**config.mk**
```make
export PLATFORM = sky130hd
export DESIGN_NAME = free_list
export DESIGN_NICKNAME = d
export VERILOG_FILES = /design/src/rtl/free_list.sv
export SDC_FILE = /design/constraint.sdc
export NUM_CORES = 1
export LEC_CHECK = 0
export CORE_ASPECT_RATIO = 1.2
export CORE_UTILIZATION = 60
export CTS_BUF_LIST = sky130_fd_sc_hd__clkbuf_8
export DETAILED_ROUTE_END_ITERATION = 7
export PLACE_DENSITY = 0.79
export SLEW_MARGIN = 5
export SYNTH_ARGS = -nofsm -noshare
export SYNTH_HDL_FRONTEND = slang
export SYNTH_SLANG_ARGS = --single-unit
```
**constraint.sdc**
```tcl
create_clock -name clk -period 3.6 [get_ports clk]
set_clock_uncertainty 0.1 [all_clocks]
set_input_delay 0.36 -clock clk [delete_from_list [all_inputs] [get_ports clk]]
set_output_delay 0.36 -clock clk [all_outputs]
set_load 0.02 [all_outputs]
```
**src/rtl/free_list.sv**
```systemverilog
// ---------------------------------------------------------------------------
// free_list
//
// Physical-register free list for a dual-issue rename stage. A circular
// buffer holds unallocated physical register numbers. Up to two PRFs are
// offered per cycle to the rename map table, and up to two stale PRFs are
// reclaimed from commit per cycle. A committed read pointer lets a flush
// (recover) return every allocation made since the last commit. PRF 0 is
// the permanent initial mapping and is never handed out or reclaimed.
//
// Ports:
//   clk, rst                   clock, synchronous active-high reset
//   recover                    flush: rewind speculative allocations
//   alloc_req_0/1              rename slot needs a destination PRF
//   alloc_prf_0/1              PRF offered to slot 0 / slot 1 (combinational)
//   alloc_ready                at least two entries allocatable
//   commit_valid_0/1           retiring instruction valid
//   commit_wr_0/1              retiring instruction wrote a register
//   commit_stale_0/1           stale PRF of the retiring instruction
//   free_count                 number of entries currently allocatable
// ---------------------------------------------------------------------------
module free_list #(
    parameter int PRF_NUM = 64,
    parameter int PRF_W   = 6
) (
    input  logic             clk,
    input  logic             rst,
    input  logic             recover,
    input  logic             alloc_req_0,
    input  logic             alloc_req_1,
    output logic [PRF_W-1:0] alloc_prf_0,
    output logic [PRF_W-1:0] alloc_prf_1,
    output logic             alloc_ready,
    input  logic             commit_valid_0,
    input  logic             commit_valid_1,
    input  logic             commit_wr_0,
    input  logic             commit_wr_1,
    input  logic [PRF_W-1:0] commit_stale_0,
    input  logic [PRF_W-1:0] commit_stale_1,
    output logic [PRF_W:0]   free_count
);

    logic [PRF_W-1:0] mem [PRF_NUM];

    // Pointers carry one extra wrap bit so full and empty are distinct.
    logic [PRF_W:0] spec_rd;
    logic [PRF_W:0] cmt_rd;
    logic [PRF_W:0] wr;

    logic [PRF_W:0] spec_rd_p1;
    logic [PRF_W:0] wr_p1;
    logic [PRF_W:0] spec_next;
    logic [PRF_W:0] cmt_next;
    logic [PRF_W:0] wr_next;
    logic [PRF_W:0] occupancy_next;

    logic [1:0] alloc_cnt;
    logic [1:0] cmt_cnt;
    logic [1:0] free_cnt;

    logic             cmt_0;
    logic             cmt_1;
    logic             free_0;
    logic             free_1;
    logic             wen_first;
    logic             wen_second;
    logic [PRF_W-1:0] first_val;

    assign spec_rd_p1 = spec_rd + 1'b1;
    assign wr_p1      = wr + 1'b1;

    assign free_count  = wr - spec_rd;
    assign alloc_ready = (free_count >= (PRF_W+1)'(2));

    // Slot 1 takes the entry after slot 0 only when slot 0 consumes one.
    assign alloc_prf_0 = mem[spec_rd[PRF_W-1:0]];
    assign alloc_prf_1 = alloc_req_0 ? mem[spec_rd_p1[PRF_W-1:0]]
                                     : mem[spec_rd[PRF_W-1:0]];

    assign cmt_0  = commit_valid_0 && commit_wr_0;
    assign cmt_1  = commit_valid_1 && commit_wr_1;
    // A stale PRF of 0 is the initial mapping and is silently dropped.
    assign free_0 = cmt_0 && (commit_stale_0 != '0);
    assign free_1 = cmt_1 && (commit_stale_1 != '0);

    assign alloc_cnt = {1'b0, alloc_req_0} + {1'b0, alloc_req_1};
    assign cmt_cnt   = {1'b0, cmt_0} + {1'b0, cmt_1};
    assign free_cnt  = {1'b0, free_0} + {1'b0, free_1};

    assign cmt_next = cmt_rd + {{(PRF_W-1){1'b0}}, cmt_cnt};
    assign wr_next  = wr + {{(PRF_W-1){1'b0}}, free_cnt};

    // Freed PRFs are packed: whichever slot frees first lands at wr, and
    // a second free (only possible from slot 1) lands at wr+1.
    assign wen_first  = free_0 || free_1;
    assign wen_second = free_0 && free_1;
    assign first_val  = free_0 ? commit_stale_0 : commit_stale_1;

    // Recover rewinds to the committed pointer including same-cycle commits;
    // allocation is ignored while recovering or when fewer than two are free.
    always_comb begin
        spec_next = spec_rd;
        if (recover) begin
            spec_next = cmt_next;
        end else if (alloc_ready) begin
            spec_next = spec_rd + {{(PRF_W-1){1'b0}}, alloc_cnt};
        end
    end

    always_ff @(posedge clk) begin
        if (rst) begin
            spec_rd <= '0;
            cmt_rd  <= '0;
            wr      <= (PRF_W+1)'(PRF_NUM - 1);
        end else begin
            spec_rd <= spec_next;
            cmt_rd  <= cmt_next;
            wr      <= wr_next;
        end
    end

    // Reset fills the buffer with PRFs 1..PRF_NUM-1; the last slot sits
    // beyond wr, holds no free PRF, and is overwritten by the first free.
    always_ff @(posedge clk) begin
        if (rst) begin
            for (int i = 0; i < PRF_NUM - 1; i++) begin
                mem[i] <= PRF_W'(i + 1);
            end
            mem[PRF_NUM-1] <= '0;
        end else begin
            if (wen_first) begin
                mem[wr[PRF_W-1:0]] <= first_val;
            end
            if (wen_second) begin
                mem[wr_p1[PRF_W-1:0]] <= commit_stale_1;
            end
        end
    end

    // Entries between cmt_rd and wr can never exceed the non-zero PRFs.
    assign occupancy_next = wr_next - cmt_next;

    always @(posedge clk) begin
        if (!rst) begin
            assert (occupancy_next <= (PRF_W+1)'(PRF_NUM - 1));
        end
    end

endmodule

```
==> flow_summary.json, run 1 <==
{
  "synth_area_per_inst_sq_um": 12.6,
  "ios": 41,
  "failed_checks": "setup timing",
  "crit_path_max_fanout": 6,
  "drtAntennaViolNets": 0,
  "crit_chain": "ha_4 -> buf_12 -> buf_16 -> mux4_2 -> nand2_2 -> a32oi_4 -> and3_4 -> a221o_1 -> buf_6",
  "synth-edff-count": 384,
  "clock_tree_from_tritoncts": "done",
  "wl_microns": 105000,
  "first_global_vias": 21200,
  "syn_inst": 2017,
  "route.detailed.drc": 0,
  "globalRouteTotalUtil_pct": 49.1,
  "postSynthNetCount": 2053,
  "result_of_the_run": "finished with violations",
  "dp.final_hpwl_microns": 72600,
  "maxSlewHeadroom_pct": 17.8,
  "post_synth_instance_area_sq_mm": 0.0253,
  "initial_core_utilization_pct": 60.8,
  "postSynth.asyncResetShare_pct": 0,
  "layout_common_cells": "384 x edfxtp_1, 222 x buf_4, 200 x nor2_1, 175 x a22o_1, 170 x mux4_2",
  "cpLargestDelayFamily": "multiplexers",
  "coreArea_sq_mm": 0.0417,
  "fmaxAchievable_mhz": 271,
  "yosysWarnings": 0,
  "route.detailed.wl_per_inst_microns": 37.4,
  "required_ns": 3.14,
  "clock_tree.htree_level_count": 3,
  "ys_ff_latch": 411,
  "ratio_of_cells_with_drive_above_1_in_the_final_layout_pct": 29.0,
  "fillCellCount": 2936,
  "pins_over_slew_limit": 0,
  "grt_overflow_total": 0,
  "final_hold_viol_count": 0,
  "min_period_ns": 3.68,
  "timing.final.ws_setup_ns": -0.0835,
  "grt_setup_unrepaired": "yes",
  "routed_via_density": 7.81,
  "grt_first_pass_wirelength_microns": 147000,
  "drtIter0Drc": 3528,
  "synthDistinctLibCells": 93,
  "drt-pass1-iter-count": 8,
  "cp.arrival_ns": 3.22,
  "ys_seq_area_share_pct": 47.7,
  "worst_slew_pin_slew_ns": 1.22,
  "finalSetupViolations": 5,
  "worstSetupEndpointType": "output port",
  "crit_type": "reg2out",
  "placement.io_buffers": 40,
  "pre_cts_slack_ns": 0.0480,
  "num-nets-final": 2238,
  "yosysTopAreaCellShare_pct": 45.5,
  "cap_violations": 0,
  "static-leakage-power_nw": 9.55,
  "synth_top_flop_cell": "edfxtp_1",
  "die_w_microns": 190,
  "hold_class": "in2reg",
  "clk_pin_slew_worst_paths_ns": 0.06,
  "synth_largest_area_cell": "edfxtp_1",
  "power.density_mw_per_mm2": 467,
  "cell_count_after_placement": 2644,
  "layout.cells.most_common": "edfxtp_1",
  "cts_buffers": 69,
  "setup.worst_path.start_class": "flop",
  "totalPowerFinal_mw": 13.9,
  "clkLatencyLatePin_ns": 0.70,
  "layout.cells.non_filler": 2799,
  "timing.critical_path.slowest_cell_delay_ns": 0.53,
  "clock_sink_count": 411,
  "die_h_microns": 227,
  "antenna_found_initial": 5,
  "place_congestion": 1.02,
  "cts_max_path_buffers": 3,
  "areaGrowthSynthToFinish_pct": 17.3,
  "crit_buf_inv": 3,
  "critical-path-slowest-cell": "mux4_2",
  "pin_count_of_the_biggest_net_entering_global_routing": 60,
  "layout_worst_path_cycle_share_pct": 102,
  "via_count": 21900,
  "num_rows": 82,
  "cts_root_buffer": "clkbuf_8",
  "finish.utilization_pct": 71.3,
  "synth_top_area_cells": "edfxtp_1 46%, mux4_2 15%, a22o_1 6.2%",
  "worst_vdd_rail_ir_drop_mv": 0.431,
  "fp.dieArea_sq_mm": 0.0430
}
[sequential cells by signal (all words and copies together) (netlist names), named ones only]
signal,count
mem,384
cmt_rd,7
wr,7
spec_rd,7
[metrics by stage]
stage | instance area, sq um | hold WS [ns] | TNS [ns]
finish | 29700 | 0.305 | -0.185
global route | 29700 | 0.313 | -0.383
floorplan | 25300 | 0.370 | 0
global placement | 27700 | 0.416 | 0
detailed placement | 27700 | 0.444 | 0
CTS | 29500 | 0.310 | -0.0728
[path summary, 6_finish.rpt]
kind	cells after the start	to	startpoint	slack (ns)
setup / recovery	9	alloc_prf_1[1]	spec_rd[0]	-0.08
setup reg to reg	8	mem[14][4]	wr[1]	0.42
hold / removal	3	flop	recover	0.30
hold reg to reg	2	cmt_rd[3]	cmt_rd[3]	0.47
[Yosys cell counts (15+ instances only)]
master	number
edfxtp_1	384
nor2_1	207
a22o_1	178
mux4_2	169
nand2_1	165
a22oi_1	153
clkbuf_1	121
a21oi_1	54
nand3_1	50
o21ai_0	47
buf_2	44
a32oi_1	40
a211o_1	27
dfxtp_1	27
mux2i_1	24
nand4_1	21
inv_1	20
mux4_1	20
nor2_4	15
[tightest hold or removal path, cell delays in order]
cell and delay, ns:
clkdlybuf4s50_1 0.46, buf_4 0.17, o31ai_1 0.08
[report_power, final]
| group | leakage (nW) | switching [mW] | internal (mW) |
|---|---|---|---|
| clock network | 0.700 | 2.02 | 2.06 |
| logic | 5.34 | 2.57 | 1.77 |
| registers | 3.51 | 0.111 | 5.35 |
| total | 9.55 | 4.70 | 9.18 |
[cell type report]
cell class	count	area [sq um]	area share, %
Antenna cell	5	12.5	0.0421
Clock buffer	72	991	3.34
Clock inverter	45	277	0.931
Inverter	28	105	0.354
Multi-Input combinational cell	1382	12600	42.3
Sequential cell	411	12100	40.7
Tap cell	546	683	2.30
Timing Repair Buffer	310	2980	10.0
[metal layers]
metal	up-vias	global-route usage [%]	wire, microns
li1	8571	-	-
met1	10600	59.9	33500
met2	2148	73.3	45800
met3	514	18.4	17000
met4	4	32.2	8360
met5	-	0	31
[cells by family after synthesis]
family / synth area share [%]
AND/OR/NAND/NOR: 9.93
flip-flops: 47.7
AO/OA/AOI/OAI: 18.1
buffers and inverters: 4.31
multiplexers: 18.3
adder cells (fa/ha/maj): 0.860
XOR/XNOR: 0.825
[repair_timing]
| action | in CTS | in global routing |
|---|---|---|
| gates resized for setup | 95 | 31 |
| endpoints found under the setup margin | 14 | 13 |
| hold buffers | 1 | 0 |
| pin swaps | 16 | 7 |
| buffers inserted | 23 | 5 |
| cloned | 4 | 1 |
| endpoints found under the hold margin | 4 | 0 |
No activity file was read; power rests on OpenSTA's default activity.
==> run 2, diff against run 1 <==
clock period = 4.5 ns   (was 3.6 ns; I/O delays follow)
==> run 2 against run 1 <==
Count of clock-buffer cells in the layout down 2. Register-to-register slack gained 0.17 ns. Flip-flop and latch count stayed put. Via count hardly changed. Core utilization fell by 3.5 points. Power decreased by 24%. Sequential share of layout area rose by 2.1 points. The flow now finishes without violations. Die area unchanged. First-iteration DRC count grew 34%. Design area is 5.0% lower. Worst setup slack gained 0.13 ns. Sequential power shrank 19%.
==> flow_summary.json, run 2 (synthesis gave the netlist of run 1 again) <==
{
  "result_of_the_run": "finished, final reports clean",
  "cp.arrival_ns": 3.90,
  "crit_path_max_fanout": 26,
  "ratio_of_cells_with_drive_above_1_in_the_final_layout_pct": 23.1,
  "fillCellCount": 3017,
  "drtAntennaViolNets": 0,
  "num_rows": 82,
  "power.density_mw_per_mm2": 375,
  "pins_over_slew_limit": 0,
  "hold_class": "in2reg",
  "num-nets-final": 2124,
  "coreArea_sq_mm": 0.0417,
  "registers.top_by_ff_count": "mem",
  "maxSlewHeadroom_pct": 9.12,
  "fmaxAchievable_mhz": 225,
  "fp.dieArea_sq_mm": 0.0430,
  "flip_flop_count_of_the_largest_register_all_copies_and_words_added": 384,
  "route.detailed.drc": 0,
  "layout_worst_path_cycle_share_pct": 98.9,
  "die_w_microns": 190,
  "worstSetupEndpointType": "output port",
  "required_ns": 3.95,
  "static-leakage-power_nw": 8.80,
  "initial_core_utilization_pct": 60.8,
  "clock_tree_from_tritoncts": "done",
  "areaGrowthSynthToFinish_pct": 11.5,
  "first_global_vias": 20900,
  "die_h_microns": 227,
  "final_hold_viol_count": 0,
  "dp.final_hpwl_microns": 66600,
  "placedInstanceArea_sq_mm": 0.0267,
  "route.detailed.wl_per_inst_microns": 36.8,
  "dr.max_layer_used": "met5",
  "placement.io_buffers": 40,
  "clock_tree.htree_level_count": 3,
  "clock_sink_count": 411,
  "globalRouteTotalUtil_pct": 46.2,
  "grt_first_pass_wirelength_microns": 140000,
  "post-route-cell-area_sq_mm": 0.0282,
  "timing.critical_path.slowest_cell_delay_ns": 0.84,
  "clkLatencyLatePin_ns": 0.65,
  "grt_setup_unrepaired": "no",
  "met3_wire_length_microns": 18200,
  "final.setup.tns_ns": 0,
  "place_congestion": 1.08,
  "crit_type": "reg2out",
  "ios": 41,
  "wl_microns": 98800,
  "cts_max_path_buffers": 3,
  "finalSetupViolations": 0,
  "layout.cells.most_common": "edfxtp_1",
  "via_count": 21800,
  "met2_wirelength_microns": 41900,
  "seq_area_sq_mm": 0.0121,
  "cpLargestDelayFamily": "buffers and inverters",
  "cts_buffers": 67,
  "min_period_ns": 4.45,
  "wirelength_met1_microns": 29800,
  "drt-pass1-iter-count": 8,
  "worst_slew_pin_slew_ns": 1.35,
  "routed_via_density": 8.13,
  "crit_buf_inv": 2,
  "layout_common_cells": "384 x edfxtp_1, 200 x nor2_1, 178 x a22o_1, 169 x mux4_2, 164 x nand2_1",
  "pin_count_of_the_biggest_net_entering_global_routing": 51,
  "worst_vdd_rail_ir_drop_mv": 0.285,
  "cts_root_buffer": "clkbuf_8",
  "critical-path-slowest-cell": "dfxtp_2",
  "crit_chain": "buf_4 -> mux4_1 -> mux2_2 -> a32oi_1 -> and4_1 -> or3_1 -> nand3_1 -> clkdlybuf4s50_1",
  "multi_input_area_sq_mm": 0.0123,
  "clk_pin_slew_worst_paths_ns": 0.06,
  "setup.worst_path.start_class": "flop",
  "drtIter0Drc": 4715,
  "cap_violations": 0,
  "grt_overflow_total": 0,
  "antenna_found_initial": 1
}
[run 2: changes by cell type in the layout (fill, tap and decap cells not counted), sizes merged, moves of 3 or more]
cell           previous run  this run
clkdlybuf4s50            24        38
buf                     276       158
dlygate4sd2               3         0
clkinv                   28        36
clkdlybuf4s15             3         0
clkbuf                   74        71
clkinvlp                  4         1
[run 2: repair_timing]
action	in CTS	in global routing
gates cloned	0	0
setup endpoints to repair	7	7
buffers inserted	5	14
pin swaps	1	1
hold buffers	0	0
gates resized for setup	4	14
[run 2: area by class of cell]
type                       count  area share [%]
tap                          546            2.42
multi-input combinational   1382            43.7
clock buffer                  70            3.41
clock inverter                48           0.918
inverter                      28           0.372
timing repair buffer         198            6.35
sequential                   411            42.8
antenna                        3          0.0266
[run 2: stage by stage]
stage / worst slack [ns] / total power, mW / cells / hold WS (ns) / utilization [%]
2_1_floorplan: 1.30 / 6.36 / 2017 / 0.370 / -
3_3_place_gp: 0.566 / 7.22 / 2546 / 0.390 / 64.2
3_5_place_dp: 0.531 / 7.28 / 2546 / 0.400 / 64.2
4_1_cts: 0.0305 / 10.4 / 2669 / 0.221 / 67.3
5_1_grt: 0.0630 / 10.8 / 2683 / 0.248 / 67.7
6_report: 0.0504 / 10.6 / 2686 / 0.240 / 67.8
[run 2: path summary, 6_finish.rpt]
| check | from | endpoint | slack, ns | cells after the start |
|---|---|---|---|---|
| worst min-delay path | rst | wr[6] | 0.24 | 2 |
| worst min register to register | cmt_rd[6] | cmt_rd[6] | 0.40 | 2 |
| worst max-delay path | flop | alloc_prf_1[5] | 0.05 | 8 |
| worst max register to register | wr[2] | mem[15][0] | 0.59 | 6 |
[run 2: layer usage]
layer / track usage (%) / vias to the layer above
met5: 0 / -
met2: 67.1 / 2492
met4: 33.5 / 2
met3: 19.9 / 681
li1: - / 8341
met1: 55.1 / 10300
[run 2: report_power, final]
part           total [mW]  leakage [nW]  internal (mW)  switching [mW]
logic                3.04          4.61           1.16            1.87
clock network        3.15         0.674           1.56            1.59
registers            4.41          3.51           4.28           0.137
